`src/rtl/uart_pkg.sv`:
```
// Shared UART definitions: receiver state encoding, oversampling constants
// and the parity helper used by the receive path.
package uart_pkg;

    typedef enum logic [2:0] {
        IDLE      = 3'd0,
        START     = 3'd1,
        DATA      = 3'd2,
        PARITY    = 3'd3,
        STOP      = 3'd4,
        WAIT_HIGH = 3'd5
    } uart_rx_state_t;

    localparam int OVERSAMPLE = 16;
    localparam int MID_TICK   = 7;

    // Expected parity bit for a word (zero-extended to 8 bits).
    // Even parity when odd_i = 0, odd parity when odd_i = 1.
    function automatic logic parity_expected(input logic [7:0] data_i,
                                             input logic       odd_i);
        return (^data_i) ^ odd_i;
    endfunction

endpackage

```
`src/rtl/sync_2ff.sv`:
```
// Two-flop synchroniser for a single asynchronous bit. The reset value is
// a parameter so idle-high lines (RX, CTS) come out of reset at their idle
// level and do not look like an edge.
module sync_2ff #(
    parameter logic RESET_VAL = 1'b1
) (
    input  logic i_clk,
    input  logic i_rst,
    input  logic i_d,
    output logic o_q
);

    logic meta_q;
    logic sync_q;

    // Metastability-resolving flop pair.
    always_ff @(posedge i_clk) begin
        if (i_rst) begin
            meta_q <= RESET_VAL;
            sync_q <= RESET_VAL;
        end else begin
            meta_q <= i_d;
            sync_q <= meta_q;
        end
    end

    assign o_q = sync_q;

endmodule

```
`src/rtl/uart_rx.sv`:
```
// 16x-oversampling UART receiver.
// Optional parity checking is enabled by defining UART_RX_PARITY_EN; the
// default build has no parity bit and o_parity_err is tied low.
module uart_rx
    import uart_pkg::*;
#(
    parameter int DBIT    = 8,
    parameter int SB_TICK = 16
) (
    input  logic            i_clk,
    input  logic            i_rst,
    input  logic            i_tick,
    input  logic            i_rx,
    input  logic            i_parity_odd,
    output logic [DBIT-1:0] o_data,
    output logic            o_valid,
    output logic            o_frame_err,
    output logic            o_parity_err,
    output logic            o_busy
);

    // Four bits cover one bit period; longer stop bits (1.5 / 2) need the
    // counter to reach SB_TICK-1, so it widens only when required.
    localparam int TCW = ($clog2(SB_TICK) > 4) ? $clog2(SB_TICK) : 4;
    localparam int BCW = $clog2(DBIT);

    localparam logic [TCW-1:0] TICK_MID  = TCW'(MID_TICK);
    localparam logic [TCW-1:0] TICK_LAST = TCW'(OVERSAMPLE - 1);
    localparam logic [TCW-1:0] TICK_STOP = TCW'(SB_TICK - 1);
    localparam logic [TCW-1:0] TICK_ONE  = TCW'(1);
    localparam logic [BCW-1:0] BIT_LAST  = BCW'(DBIT - 1);
    localparam logic [BCW-1:0] BIT_ONE   = BCW'(1);

    logic rx_s;

    uart_rx_state_t  state_q,    state_d;
    logic [TCW-1:0]  tick_cnt_q, tick_cnt_d;
    logic [BCW-1:0]  bit_cnt_q,  bit_cnt_d;
    logic [DBIT-1:0] shreg_q,    shreg_d;
    logic [DBIT-1:0] data_q,     data_d;
    logic            valid_q,    valid_d;
    logic            ferr_q,     ferr_d;
    logic            perr_q,     perr_d;
    logic            busy_q;

`ifdef UART_RX_PARITY_EN
    logic            par_q,      par_d;
`else
    logic            parity_unused_s;
    assign parity_unused_s = i_parity_odd;
`endif

    sync_2ff #(
        .RESET_VAL (1'b1)
    ) u_sync_rx (
        .i_clk (i_clk),
        .i_rst (i_rst),
        .i_d   (i_rx),
        .o_q   (rx_s)
    );

    // State, counters, shift register and registered outputs.
    always_ff @(posedge i_clk) begin
        if (i_rst) begin
            state_q    <= IDLE;
            tick_cnt_q <= '0;
            bit_cnt_q  <= '0;
            shreg_q    <= '0;
            data_q     <= '0;
            valid_q    <= 1'b0;
            ferr_q     <= 1'b0;
            perr_q     <= 1'b0;
            busy_q     <= 1'b0;
`ifdef UART_RX_PARITY_EN
            par_q      <= 1'b0;
`endif
        end else begin
            state_q    <= state_d;
            tick_cnt_q <= tick_cnt_d;
            bit_cnt_q  <= bit_cnt_d;
            shreg_q    <= shreg_d;
            data_q     <= data_d;
            valid_q    <= valid_d;
            ferr_q     <= ferr_d;
            perr_q     <= perr_d;
            busy_q     <= (state_d != IDLE);
`ifdef UART_RX_PARITY_EN
            par_q      <= par_d;
`endif
        end
    end

    // Next-state logic: start detection, mid-bit sampling and word delivery.
    always_comb begin
        state_d    = state_q;
        tick_cnt_d = tick_cnt_q;
        bit_cnt_d  = bit_cnt_q;
        shreg_d    = shreg_q;
        data_d     = data_q;
        valid_d    = 1'b0;
        ferr_d     = 1'b0;
        perr_d     = 1'b0;
`ifdef UART_RX_PARITY_EN
        par_d      = par_q;
`endif

        case (state_q)
            IDLE: begin
                // Leaving IDLE does not wait for a tick.
                if (!rx_s) begin
                    state_d    = START;
                    tick_cnt_d = '0;
                end else begin
                    state_d = IDLE;
                end
            end

            START: begin
                if (i_tick) begin
                    if (tick_cnt_q == TICK_MID) begin
                        if (!rx_s) begin
                            state_d    = DATA;
                            tick_cnt_d = '0;
                            bit_cnt_d  = '0;
                        end else begin
                            // Line went back high: glitch, drop it silently.
                            state_d = IDLE;
                        end
                    end else begin
                        tick_cnt_d = tick_cnt_q + TICK_ONE;
                    end
                end else begin
                    tick_cnt_d = tick_cnt_q;
                end
            end

            DATA: begin
                if (i_tick) begin
                    if (tick_cnt_q == TICK_LAST) begin
                        shreg_d    = {rx_s, shreg_q[DBIT-1:1]};
                        tick_cnt_d = '0;
                        if (bit_cnt_q == BIT_LAST) begin
`ifdef UART_RX_PARITY_EN
                            state_d = PARITY;
`else
                            state_d = STOP;
`endif
                        end else begin
                            bit_cnt_d = bit_cnt_q + BIT_ONE;
                        end
                    end else begin
                        tick_cnt_d = tick_cnt_q + TICK_ONE;
                    end
                end else begin
                    tick_cnt_d = tick_cnt_q;
                end
            end

`ifdef UART_RX_PARITY_EN
            PARITY: begin
                if (i_tick) begin
                    if (tick_cnt_q == TICK_LAST) begin
                        par_d      = rx_s;
                        tick_cnt_d = '0;
                        state_d    = STOP;
                    end else begin
                        tick_cnt_d = tick_cnt_q + TICK_ONE;
                    end
                end else begin
                    tick_cnt_d = tick_cnt_q;
                end
            end
`endif

            STOP: begin
                if (i_tick) begin
                    if (tick_cnt_q == TICK_STOP) begin
                        data_d     = shreg_q;
                        valid_d    = 1'b1;
                        ferr_d     = ~rx_s;
                        tick_cnt_d = '0;
`ifdef UART_RX_PARITY_EN
                        perr_d = (par_q != parity_expected(8'(shreg_q), i_parity_odd));
`else
                        perr_d = 1'b0;
`endif
                        // A low stop bit may be a break; wait for the line
                        // to recover before hunting for the next start.
                        if (rx_s) begin
                            state_d = IDLE;
                        end else begin
                            state_d = WAIT_HIGH;
                        end
                    end else begin
                        tick_cnt_d = tick_cnt_q + TICK_ONE;
                    end
                end else begin
                    tick_cnt_d = tick_cnt_q;
                end
            end

            WAIT_HIGH: begin
                if (rx_s) begin
                    state_d = IDLE;
                end else begin
                    state_d = WAIT_HIGH;
                end
            end

            default: begin
                state_d = IDLE;
            end
        endcase
    end

    assign o_data       = data_q;
    assign o_valid      = valid_q;
    assign o_frame_err  = ferr_q;
    assign o_parity_err = perr_q;
    assign o_busy       = busy_q;

endmodule
```
`config.mk`:
```
export PLATFORM = sky130hd
export DESIGN_NAME = uart_rx
export DESIGN_NICKNAME = d
export VERILOG_FILES = /design/src/rtl/uart_pkg.sv /design/src/rtl/sync_2ff.sv /design/src/rtl/uart_rx.sv
export SDC_FILE = /design/constraint.sdc
export NUM_CORES = 1
export LEC_CHECK = 0
export ABC_CLOCK_PERIOD_IN_PS = 2420
export CORE_ASPECT_RATIO = 0.75
export CORE_MARGIN = 10
export CORE_UTILIZATION = 50
export CTS_CLUSTER_SIZE = 10
export DETAILED_ROUTE_END_ITERATION = 10
export HOLD_SLACK_MARGIN = 0.12
export PLACE_DENSITY = 0.73
export REMOVE_ABC_BUFFERS = 1
export SLEW_MARGIN = 40
export SYNTH_ARGS = -nofsm -noshare
export SYNTH_HDL_FRONTEND = slang
export SYNTH_HIERARCHICAL = 1
export SYNTH_SLANG_ARGS = --single-unit
```
`constraint.sdc`:
```
create_clock -name i_clk -period 2.42 [get_ports i_clk]
set_input_delay 0.242 -clock i_clk [delete_from_list [all_inputs] [get_ports i_clk]]
set_output_delay 0.242 -clock i_clk [all_outputs]
set_load 0.01 [all_outputs]
```
==> metrics.md, run 1 <==
| Metric | Value |
|---|---|
| Outcome | `finished, final reports clean` |
| Fin crit period | `about 2.0 ns` |
| Setup Fix Bufs, Post-CTS | `0` |
| Setup slack after layout | `0.455 ns` |
| RSZ-0062 raised after global routing | `no` |
| Post-synthesis mux area share | `0.114` |
| Placer Congestion | `around 0.83` |
| Dpl ws | `0.421 ns` |
| Maximum VDD drop | `roughly 0.0004 V` |
| Gate Count Post-Synth | `150` |
| Setup tns final | `0 ns` |
| Tcrit/Tclk final | `0.812` |
| Total power | `about 1.0 mW` |
| Largest family of logic cells by synthesized area | `simple AND/OR/NAND/NOR gates` |
| Prevailing post-synth register cell | `dfxtp_1` |
| Die Y | `65.9 um` |
| DR vias/cell | `about 5.5` |
| Critical path capture point type | `flip-flop` |
| WP data required | `2.64 ns` |
| Commonest non-fill, non-tap cell in the layout | `dfxtp_1` |
| Internal power | `0.790 mW` |
| Placed Area | `1560 um2` |
| Number of max-cap violations | `0` |
| DP Wirelength | `1.94 mm` |
| CTS tree | `yes` |
| Distinct cell type count of the synthesized netlist | `39` |
| Share of total power in combinational logic | `0.037` |
| Largest net degree at the start of global routing | `24` |
| Crit path DAT | `approximately 2.2 ns` |
| Final nets | `approximately 170` |
| Initial antenna violation count | `0` |
| Resize count post-CTS | `0` |
| Residual DRC | `0` |
| Layout cell share with drive strength beyond 1 | `0.0854` |
| Worst hold path type | `reg -> reg` |
| Endpoints failing hold | `0` |
| Net Switching | `0.208 mW` |
| Layout Cells excl Fill | `200` |
| Synth Area in Compound Gates | `0.115` |
| Area of the multi-input gates | `between 700 and 800 um2` |
| Synth Area in Simple Gates | `0.243` |
| Die width | `81.2 um` |
| Port-buffer cells | `14` |
| Register Area | `621 um2` |
| Worst Setup Path Type | `reg -> reg` |
| Sequential share of the synthesized area | `0.442` |
| Cell Area, Synth | `1400 um2` |
| Async set-reset flop share out of synthesis | `0` |
| Clock-pin slew on the worst setup and hold paths | `0.06 ns` |
| Pre-antenna DRT Iters | `4` |
| DR iter-0 viols | `~120` |
| Yosys warns | `6` |
| Post-Syn Area per Cell | `9.36 um2` |
| # clock sinks | `31` |
| Sw Share | `0.209` |
| Post-DRT Antenna Nets | `0` |
| Commonest cells after routing, fill and taps aside | `dfxtp_1 (31), nor2_1 (21), mux2i_1 (16)` |
| Pwr dens | `602 nW/um2` |
| Synth Area in XOR/XNOR | `0.0187` |
| First-pass GRT wire length | `4.57 mm` |
| Row cnt | `16` |
| ANT cells | `0` |
| H-Tree Depth | `2` |
| Core area | `about 2600 um2` |
| Longest Clk Path Bufs | `2` |
| Num CTS Buffers | `5` |
| Post-Route WL | `2.75 mm` |
| IO Pins | `17` |
| Final setup violation count | `0` |
| # fillers | `between 200 and 250` |
| Total congestion overflow | `0` |
| Post-synth EDFFs | `0` |
| CP Max Fanout | `8` |
| Routed wire per std cell | `13.8 um` |
| Die Footprint | `approximately 5300 um2` |
| Clock root cell | `clkbuf_8` |
| Final-report max-slew violation count | `0` |
| Yosys reg bits | `31` |
| Clock power frac | `0.442` |
| Hold buffer count at cts | `0` |
| Worst slew pin tran | `about 0.5 ns` |
| Sequential fraction of design power | `0.521` |
| Global Route Usage Sum | `0.111` |
| Slew margin rel. | `0.655` |
| Adder-cell share of the synthesized area | `0.0267` |
| Starting Density | `0.531` |
| Area Overhead vs Synth | `18.2%` |
| DR vias | `about 1100` |
| Leak | `0.629 nW` |
| Clk_lat worst skew | `slightly below 0.3 ns` |
| FMAX | `approximately 500 MHz` |
| Post-Layout Inst Area | `1660 um2` |
| Skew final | `0.00199 ns` |
| Number of global-route vias before repair | `982` |
| Crit start category | `flip-flop` |
| Inst Count DP | `approximately 190` |
==> final timing paths <==
check / start / endpoint / slack, ns / depth (start not counted)
min reg2reg: u_sync_rx/meta_q / u_sync_rx/o_q / 0.41 / 1
max reg2reg: tick_cnt_q[0] / bit_cnt_q[1] / 0.46 / 5
min: u_sync_rx/meta_q / u_sync_rx/o_q / 0.41 / 1
max: tick_cnt_q[0] / bit_cnt_q[1] / 0.46 / 5
==> cell usage after synthesis (4+ instances only) <==
master    count  area (um2)
a21oi_1       7        35.0
clkbuf_1      5        18.8
dfxtp_1      31         621
mux2i_1      16         160
nand2b_1      6        37.5
nand3_1       4        20.0
nor2_1       21        78.8
nor3_1        4        20.0
o21ai_0       6        30.0
==> per-stage QoR <==
step,hold slack (ns),utilization
6_report,0.410,0.628
5_1_grt,0.449,0.628
2_1_floorplan,0.311,-
3_5_place_dp,0.392,0.590
4_1_cts,0.411,0.628
3_3_place_gp,0.387,0.590
==> critical path, cell delays in order, from the launching register on <==
cell and delay [ns]:
dfxtp_1 0.38, ha_1 0.33, nand3_2 0.11, o32a_1 0.40, or4b_1 0.52, a21oi_1 0.15
==> flip-flops by register name, indices dropped and copies added (netlist names) <==
register          count
o_frame_err           1
bit_cnt_q             3
o_busy                1
state_q               3
o_data                8
u_sync_rx/meta_q      1
o_valid               1
tick_cnt_q            4
shreg_q               8
u_sync_rx/o_q         1
==> final cells by class <==
type | instances | area share
multi-input combinational | 107 | 0.440
sequential | 31 | 0.374
timing repair buffer | 16 | 0.0935
clock buffer | 8 | 0.0603
tap | 36 | 0.0271
inverter | 2 | 0.00452
==> power groups by stage <==
| stage | logic (mW) | clock network, mW | registers (mW) |
|---|---|---|---|
| floorplan | 0.0174 | 0 | 0.530 |
| global placement | 0.0364 | 0 | 0.531 |
| detailed placement | 0.0368 | 0 | 0.531 |
| CTS | 0.0369 | 0.450 | 0.520 |
| global route | 0.0403 | 0.475 | 0.521 |
| finish | 0.0367 | 0.441 | 0.520 |
==> routing by layer <==
metal,wire length [um],share of wire,GRT usage
met5,0,0,0
met4,64,0.023,0.0776
met3,230,0.084,0.0516
met2,1170,0.42,0.152
met1,1290,0.47,0.134
==> logic make-up (layout without fill, tap and decap cells) <==
logic type | after synthesis | count (layout)
AO/OA/AOI/OAI | 25 | 25
XOR/XNOR | 3 | 3
adder cells (fa/ha/maj) | 3 | 3
buffers and inverters | 12 | 26
flip-flops | 31 | 31
multiplexers | 16 | 16
other | 1 | 1
AND/OR/NAND/NOR | 59 | 59
(Power assumes the default switching activity.)
==> run 2: changes to the inputs <==
--- a/config.mk
+++ b/config.mk
@@ -5,7 +5,7 @@
 export SDC_FILE = /design/constraint.sdc
 export NUM_CORES = 1
 export LEC_CHECK = 0
-export ABC_CLOCK_PERIOD_IN_PS = 2420
+export ABC_CLOCK_PERIOD_IN_PS = 1900
 export CORE_ASPECT_RATIO = 0.75
 export CORE_MARGIN = 10
 export CORE_UTILIZATION = 50
==> constraint.sdc (replaced) <==
create_clock -name i_clk -period 1.9 [get_ports i_clk]
set_input_delay 0.19 -clock i_clk [delete_from_list [all_inputs] [get_ports i_clk]]
set_output_delay 0.19 -clock i_clk [all_outputs]
set_load 0.01 [all_outputs]
==> run 2 against run 1 <==
Compared with the run above: sequential share of layout area is 2.9 points lower; sequential cell count stayed put; worst setup slack worse by 0.37 ns; clock skew is 0.0042 ns higher; design area is 8.5% higher; sequential power is 27% higher; final cell count is 5.0% higher; total power is 38% higher; register-to-register slack worse by 0.37 ns; clock power is 49% higher; critical path type unchanged; largest cell class unchanged.
==> metrics.md, run 2 (synthesis gave the netlist of run 1 again) <==
| Metric | Value |
|---|---|
| Die Footprint | `5350 um2` |
| DR vias | `1185` |
| Crit path DAT | `2.02 ns` |
| Layout cell share with drive strength beyond 1 | `0.172` |
| Slew margin rel. | `0.625` |
| Final nets | `181` |
| Number of max-cap violations | `0` |
| Area Overhead vs Synth | `28.3%` |
| Die Y | `roughly 66 um` |
| Largest net degree at the start of global routing | `17` |
| Port-buffer cells | `14` |
| DP Wirelength | `roughly 2.2 mm` |
| Net Switching | `0.271 mW` |
| Sequential fraction of design power | `0.481` |
| Setup tns final | `0 ns` |
| Residual DRC | `0` |
| Outcome | `finished, final reports clean` |
| Worst slew pin tran | `0.557 ns` |
| Post-Route WL | `slightly above 3 mm` |
| Core area | `approximately 2600 um2` |
| First-pass GRT wire length | `5.20 mm` |
| Total power | `between 1 and 1.5 mW` |
| DR vias/cell | `between 5 and 6` |
| Final setup violation count | `0` |
| Crit path max-delay cell type | `or4b_1` |
| # fillers | `219` |
| CP Max Fanout | `6` |
| Worst Setup Path Type | `reg -> reg` |
| WP data required | `2.11 ns` |
| Clock root cell | `clkbuf_8` |
| Min Hold Slack | `0.409 ns` |
| Routed wire per std cell | `between 10 and 15 um` |
| Maximum VDD drop | `0.000606 V` |
| Crit start category | `flip-flop` |
| Leak | `around 0.69 nW` |
| Internal power | `1.11 mW` |
| FMAX | `551 MHz` |
| Endpoints failing hold | `0` |
| Sw Share | `0.197` |
| Number of global-route vias before repair | `1171` |
| Tcrit/Tclk final | `0.955` |
| ANT cells | `0` |
| Worst hold path type | `reg -> reg` |
| Die width | `81.2 um` |
| Starting Density | `0.531` |
| Commonest non-fill, non-tap cell in the layout | `dfxtp_1` |
| Final-report max-slew violation count | `0` |
| Pre-antenna DRT Iters | `4` |
| Share of total power in combinational logic | `0.042` |
| Critical path capture point type | `flip-flop` |
| Fin crit period | `between 1.5 and 2 ns` |
| Global Route Usage Sum | `0.123` |
| DR iter-0 viols | `110` |
| RSZ-0062 raised after global routing | `no` |
| Clock power frac | `0.477` |
| Hold buffer count at cts | `0` |
| H-Tree Depth | `2` |
| Total congestion overflow | `0` |
| Commonest cells after routing, fill and taps aside | `dfxtp_1 (30), nor2_1 (21), mux2i_1 (16)` |
| Pwr dens | `764 nW/um2` |
| Area of the multi-input gates | `753 um2` |
| Longest Clk Path Bufs | `2` |
| IO Pins | `17` |
| # clock sinks | `31` |
| Initial antenna violation count | `0` |
| Register Area | `622 um2` |
| Clock-pin slew on the worst setup and hold paths | `0.07 ns` |
| Placer Congestion | `0.809` |
| Skew final | `0.00616 ns` |
| Clk_lat worst skew | `0.27 ns` |
| CTS tree | `yes` |
| Row cnt | `16` |
| Num CTS Buffers | `5` |
| Post-DRT Antenna Nets | `0` |
| CP max stage delay | `0.52 ns` |
| Ordered list of cells on the worst path | `ha_4, nand3_2, o32a_1, or4b_1, a21oi_1` |
run 2: cell count changes in the layout (fill, tap and decap cells not counted), sizes merged:
cell	before	now
bufinv	0	1
buf	2	12
clkinv	0	1
clkbuf	8	6
run 2: critical path: cells and delay by family, from the launching register on:
family / cells / cell delay [ns]
simple gates: 2 / 0.60
fa+ha+maj: 1 / 0.19
flops: 1 / 0.40
compound gates: 2 / 0.56
run 2: metal layers:
metal	wire length [um]	global-route usage	vias up	share of wire
li1	-	-	581	-
met2	1430	0.195	37	0.46
met5	0	0	-	0
met1	1420	0.148	565	0.46
met4	19	0.0453	0	0.0061
met3	245	0.0462	2	0.079
run 2: layout make-up:
cell class,count,share of cell area
Multi-Input combinational cell,107,0.418
Clock inverter,2,0.0195
Sequential cell,31,0.345
Tap cell,36,0.0250
Timing Repair Buffer,26,0.142
Clock buffer,6,0.0459
Inverter,2,0.00417
run 2: timing repair:
item,4_1_cts,5_1_grt
endpoints found under the setup margin,0,3
setup buffers,0,1
hold endpoints to repair,0,0
gates resized for setup,0,6
run 2: metrics by stage:
| step | setup slack (ns) | instance area [um2] | utilization | cells |
|---|---|---|---|---|
| after floorplan | 0.122 | 1360 | - | 140 |
| after global placement | 0.0848 | 1650 | 0.625 | 201 |
| after detailed placement | 0.0123 | 1650 | 0.625 | 201 |
| after CTS | 0.00321 | 1770 | 0.670 | 209 |
| after global routing | 0.0203 | 1800 | 0.681 | 210 |
| final | 0.0848 | 1800 | 0.681 | 210 |
run 2: final timing paths:
check,from,to,slack (ns),depth (start not counted)
worst max-delay path,tick_cnt_q[1],bit_cnt_q[1],0.08,5
worst min-delay path,u_sync_rx/meta_q,u_sync_rx/o_q,0.41,1
worst max register to register,tick_cnt_q[1],bit_cnt_q[1],0.08,5
worst min register to register,u_sync_rx/meta_q,u_sync_rx/o_q,0.41,1
run 2: power by group through the flow:
stage	combinational (mW)	sequential (mW)	clock, mW
2_1_floorplan	0.0222	0.675	0
3_3_place_gp	0.0538	0.675	0
3_5_place_dp	0.0557	0.675	0
4_1_cts	0.0563	0.661	0.668
5_1_grt	0.0634	0.662	0.695
6_report	0.0574	0.662	0.657
==> run 3: changes to the inputs <==
--- a/config.mk
+++ b/config.mk
@@ -11,8 +11,9 @@
 export CORE_UTILIZATION = 50
 export CTS_CLUSTER_SIZE = 10
 export DETAILED_ROUTE_END_ITERATION = 10
+export DONT_BUFFER_PORTS = 1
 export HOLD_SLACK_MARGIN = 0.12
-export PLACE_DENSITY = 0.73
+export PLACE_DENSITY = 0.65
 export REMOVE_ABC_BUFFERS = 1
 export SLEW_MARGIN = 40
 export SYNTH_ARGS = -nofsm -noshare
==> run 3 against run 2 <==
Compared with the run above: clock skew decreased by 0.0027 ns; global-route usage decreased by 1.1 points; total power decreased by 13%; worst setup slack improved by 0.0025 ns; sequential cell count unchanged.
==> metrics.md, run 3 (synthesis gave the netlist of run 1 again) <==
| Metric | Value |
|---|---|
| Total congestion overflow | `0` |
| Commonest cells after routing, fill and taps aside | `dfxtp_1 (30), nor2_1 (21), mux2i_1 (16)` |
| Critical path capture point type | `flip-flop` |
| Number of max-cap violations | `0` |
| Sequential fraction of design power | `0.556` |
| Skew final | `0.00344 ns` |
| Cell mode on critical path | `ha_1` |
| CP delay by family, top | `simple AND/OR/NAND/NOR gates` |
| Layout cell share with drive strength beyond 1 | `0.146` |
| Num CTS Buffers | `5` |
| Initial antenna violation count | `0` |
| FMAX | `about 550 MHz` |
| Post-DRT Antenna Nets | `0` |
| Post-Route WL | `2.86 mm` |
| Internal power | `0.929 mW` |
| Number of global-route vias before repair | `1015` |
| # clock sinks | `31` |
| Leak | `0.614 nW` |
| Tcrit/Tclk final | `0.954` |
| CP max stage delay | `0.53 ns` |
| CP bufs+invs | `0` |
| Final nets | `roughly 170` |
| Clock root cell | `clkbuf_8` |
| Port-buffer cells | `0` |
| Starting Density | `0.531` |
| Total power | `around 1.2 mW` |
| IO Pins | `17` |
| Clock-pin slew on the worst setup and hold paths | `approximately 0.060 ns` |
| Die Footprint | `around 5300 um2` |
| Row cnt | `16` |
| CTS tree | `yes` |
| Die width | `between 80 and 90 um` |
| Core area | `2640 um2` |
| Final setup violation count | `0` |
| Die Y | `65.9 um` |
| Global Route Usage Sum | `0.112` |
| Crit path max-delay cell type | `or4b_4` |
| ANT cells | `0` |
| DP Wirelength | `~1.9 mm` |
| Slew margin rel. | `0.584` |
| Clk_lat worst skew | `0.28 ns` |
| Largest net degree at the start of global routing | `28` |
| DR vias | `1094` |
| Final-report max-slew violation count | `0` |
| Endpoints failing hold | `0` |
| Ordered list of cells on the worst path | `ha_1, ha_1, o32a_1, or4b_4, a21oi_2` |
| Residual DRC | `0` |
| Longest Clk Path Bufs | `2` |
| Commonest non-fill, non-tap cell in the layout | `dfxtp_1` |
| Crit start category | `flip-flop` |
| Maximum VDD drop | `between 0.0004 and 0.0005 V` |
| First-pass GRT wire length | `4.69 mm` |
| CP Max Fanout | `5` |
| Outcome | `finished, final reports clean` |
| Pwr dens | `746 nW/um2` |
| Pre-antenna DRT Iters | `4` |
| Area Overhead vs Synth | `13.7%` |
| Placer Congestion | `about 0.81` |
| Routed wire per std cell | `14.7 um` |
| Clock power frac | `0.408` |
| H-Tree Depth | `2` |
| Net Switching | `0.262 mW` |
| Worst slew pin tran | `0.618 ns` |
| Sw Share | `0.220` |
| DR vias/cell | `5.64` |
| Worst Setup Path Type | `reg -> reg` |
| Dpl ws | `0.0246 ns` |
| WP data required | `between 2 and 2.5 ns` |
| Crit path DAT | `a little over 2 ns` |
| Fin crit period | `1.81 ns` |
| DR iter-0 viols | `81` |
| Worst hold path type | `in -> reg` |
| Setup slack after layout | `0.0873 ns` |
| Share of total power in combinational logic | `0.036` |
==> run 3: changes by cell type in the layout (fill, tap and decap cells not counted), sizes merged <==
cell           change
clkbuf             +1
dlygate4sd3        +2
clkdlybuf4s50     -14
bufinv             -1
buf                -4
==> run 3: per-layer routing <==
| layer | share of wire | global-route usage | routed length [um] |
|---|---|---|---|
| met5 | 0 | 0 | 0 |
| met4 | 0.013 | 0.0647 | 38 |
| met3 | 0.055 | 0.0489 | 158 |
| met2 | 0.45 | 0.154 | 1280 |
| met1 | 0.48 | 0.141 | 1380 |
==> run 3: power groups by stage <==
stage                     logic [mW]  clock network, mW  registers (mW)
after floorplan               0.0222                  0           0.675
after global placement        0.0283                  0           0.676
after detailed placement      0.0289                  0           0.676
after CTS                     0.0426              0.500           0.662
after global routing          0.0479              0.532           0.663
final                         0.0431              0.486           0.662
==> run 3: worst reg2reg max path, delay by kind of cell, from the launching register on <==
family	cells	cell delay (ns)
DFF	1	0.32
AOI/OAI and AO/OA	2	0.48
and+or+nand+nor	1	0.53
adders and majority gates	2	0.41
==> run 3: final timing paths <==
kind / start / end / depth (start not counted) / slack, ns
worst max-delay path: bit_cnt_q[0] / bit_cnt_q[2] / 5 / 0.09
worst max register to register: bit_cnt_q[0] / bit_cnt_q[2] / 5 / 0.09
worst min register to register: u_sync_rx/meta_q / u_sync_rx/o_q / 1 / 0.40
worst min-delay path: i_rst / o_busy / 2 / 0.16
==> run 3: area by class of cell <==
| class | instances | area, um2 |
|---|---|---|
| clock inverter | 1 | 5.00 |
| timing repair buffer | 10 | 90.1 |
| sequential | 31 | 622 |
| tap | 36 | 45.0 |
| multi-input combinational | 107 | 751 |
| fill | 247 | 1050 |
| clock buffer | 7 | 76.3 |
| inverter | 2 | 7.51 |
==> run 3: stage by stage <==
stage	util	hold WS (ns)	area [um2]	instances	TNS, ns
finish	0.604	0.161	1600	194	0
global route	0.604	0.162	1600	194	-0.00182
CTS	0.595	0.145	1570	193	0
detailed placement	0.553	0.267	1460	182	0
global placement	0.553	0.265	1460	182	0
floorplan	-	0.259	1360	140	0
==> run 3: timing repair <==
action,4_1_cts,5_1_grt
hold buffers,3,0
setup buffers,0,1
endpoints found under the hold margin,27,0
endpoints found under the setup margin,0,3
resized for setup,0,5
==> RTL change (config.mk and constraints of run 2) <==
Re-encode `uart_rx_state_t` (6 states) as one-hot, 6 bits wide.
--- a/src/rtl/uart_pkg.sv
+++ b/src/rtl/uart_pkg.sv
@@ -2,13 +2,13 @@
 // and the parity helper used by the receive path.
 package uart_pkg;
 
-    typedef enum logic [2:0] {
-        IDLE      = 3'd0,
-        START     = 3'd1,
-        DATA      = 3'd2,
-        PARITY    = 3'd3,
-        STOP      = 3'd4,
-        WAIT_HIGH = 3'd5
+    typedef enum logic [5:0] {
+        IDLE      = 6'b000001,
+        START     = 6'b000010,
+        DATA      = 6'b000100,
+        PARITY    = 6'b001000,
+        STOP      = 6'b010000,
+        WAIT_HIGH = 6'b100000
     } uart_rx_state_t;
 
     localparam int OVERSAMPLE = 16;
Check against the original RTL: no difference found for any inputs over 10 cycles, from zero or initial values and one cycle with i_rst high; not proved beyond that.
==> RTL change against run 2 <==
- sequential cell count is 3 higher
- setup slack worse by 17 ps
- global-route usage is 0.62 points lower
- final cell count is 11% higher
- power is 4.9% lower
- routed wire length is 1.0% higher
- area after synthesis is 5.8% higher
- final area is 0.69% higher
- critical path type unchanged
- largest cell class unchanged
==> RTL change: results (changes against run 2) <==
share of the synthesized area in compound gates (AO/OA/AOI/OAI): 15.3% (was 11.5%)
most frequent cells after synthesis: 34 x sky130_fd_sc_hd__dfxtp_1, 27 x sky130_fd_sc_hd__nand2_1, 17 x sky130_fd_sc_hd__nor2_1 (was 31 x sky130_fd_sc_hd__dfxtp_1, 21 x sky130_fd_sc_hd__nor2_1, 16 x sky130_fd_sc_hd__mux2i_1)
GR Layer Usage met2: 18.8% (was 19.5%)
mean instance size in the synthesized netlist: 8.69 µm² (was 9.36 µm²)
layout cells sized above 1: 13.3% (was 17.2%)
number of buffer cells added on primary ports: 14 (unchanged)
CTS Buffer Depth: 2 (unchanged)
final worst setup slack: 67.4 ps (was 84.8 ps)
mux share of post-synthesis cell area: 6.49% (was 11.4%)
hpwl dp: 2.37 mm (was 2.21 mm)
data arrival time of the critical path: 2000 ps (was 2020 ps)
CTS Root Cell: sky130_fd_sc_hd__clkbuf_8 (unchanged)
placer congestion estimate: 0.836 (was 0.809)
met3 Resource Use GR: 4.33% (was 4.62%)
status: finished, final reports clean (unchanged)
number of distinct library cell variants in the gate-level netlist after synthesis: 43 (was 39)
cell area after placement: 0.00172 mm² (was 0.00165 mm²)
peak supply drop: 446 µV (was 606 µV)
XOR/XNOR share of the synthesized area: 0.590% (was 1.87%)
dominant cells by area after synthesis: sky130_fd_sc_hd__dfxtp_1 46%, sky130_fd_sc_hd__nand2_1 6.8%, sky130_fd_sc_hd__a21oi_1 4.7%, sky130_fd_sc_hd__mux2i_1 4.7%, sky130_fd_sc_hd__nor2_1 4.3% (was sky130_fd_sc_hd__dfxtp_1 44%, sky130_fd_sc_hd__mux2i_1 11%, sky130_fd_sc_hd__nor2_1 5.6%, sky130_fd_sc_hd__ha_1 2.7%, sky130_fd_sc_hd__nand2b_1 2.7%)
via count of the first global-routing pass: 1241 (was 1171)
worst-case setup slack after placement: 71.5 ps (was 12.3 ps)
first-pass GRT wire length: 5.55 mm (was 5.20 mm)
met1 routing resource usage after global routing: 14.6% (was 14.8%)
Final Net Count: 203 (was 181)
final routed wirelength across all metal layers: 3.14 mm (was 3.11 mm)
post-synthesis adder-cell area fraction: 2.53% (was 2.67%)
fillcell total: 252 (was 219)
post-detailed-route via-to-cell ratio: 5.45 (was 5.64)
capturing element of the worst setup path: bit_cnt_q[0] (was bit_cnt_q[1])
P_leak: 0.743 nW (was 0.694 nW)
Seq/Total Area, Yosys: 45.8% (was 44.2%)
final std cells w/o fill: 234 (was 210)
largest net degree at the start of global routing: 24 (was 17)
drt initial violations: 155 (was 110)
Total GRT Usage: 11.7% (was 12.3%)
number of warnings printed during yosys synthesis: 6 (unchanged)
number of cells traversed by the worst register-to-register path: 5 (unchanged)
clock skew: 4.00 ps (was 6.16 ps)
Critical Path Source: state_q[3] (was tick_cnt_q[1])
r2r setup slk: 70 ps (was 80 ps)
RTL change: logic make-up after synthesis:
logic type / count (synthesis)
fa+ha+maj: 3
flops: 34
other cells: 1
simple gates: 76
compound gates: 35
buf+inv: 12
xor+xnor: 1
mux: 9
RTL change: final cells by class:
| type | count | area [µm²] | area share (%) |
|---|---|---|---|
| timing repair buffer | 24 | 215 | 11.9 |
| multi-input combinational | 126 | 763 | 42.1 |
| clock inverter | 1 | 5.00 | 0.276 |
| sequential | 34 | 681 | 37.5 |
| clock buffer | 7 | 86.3 | 4.76 |
| inverter | 4 | 15.0 | 0.828 |
| tap | 38 | 47.5 | 2.62 |
RTL change: per-layer routing:
metal | routed length (µm) | share of wire (%)
met2 | 1410 | 45
met4 | 4 | 0.13
met3 | 241 | 7.7
met1 | 1490 | 47
met5 | 0 | 0
RTL change: worst min-delay path by stage:
stage | slack, ps | cells past startpoint | from | endpoint
6_report | 410 | 1 | u_sync_rx/meta_q | u_sync_rx/o_q
3_5_place_dp | 400 | 1 | u_sync_rx/meta_q | u_sync_rx/o_q
2_1_floorplan | 260 | 1 | i_rst | o_data[0]
3_3_place_gp | 390 | 1 | u_sync_rx/meta_q | u_sync_rx/o_q
5_1_grt | 450 | 1 | u_sync_rx/meta_q | u_sync_rx/o_q
4_1_cts | 420 | 1 | u_sync_rx/meta_q | u_sync_rx/o_q
RTL change: worst max-delay path, cell delays in order (launching register included):
cell and delay [ps]:
sky130_fd_sc_hd__dfxtp_1 350, sky130_fd_sc_hd__or4_4 550, sky130_fd_sc_hd__nor4_2 340, sky130_fd_sc_hd__a21o_1 120
sky130_fd_sc_hd__a21oi_1 90, sky130_fd_sc_hd__mux2_4 270
RTL change: what timing repair did:
| action | 4_1_cts | 5_1_grt |
|---|---|---|
| resized for setup | 0 | 2 |
| endpoints found under the setup margin | 0 | 18 |
| hold endpoints to repair | 0 | 0 |
RTL change: power breakdown:
part,internal [mW],switching [mW]
logic,0.0270,0.0324
registers,0.719,0.00762
clock network,0.292,0.231
total,1.04,0.271
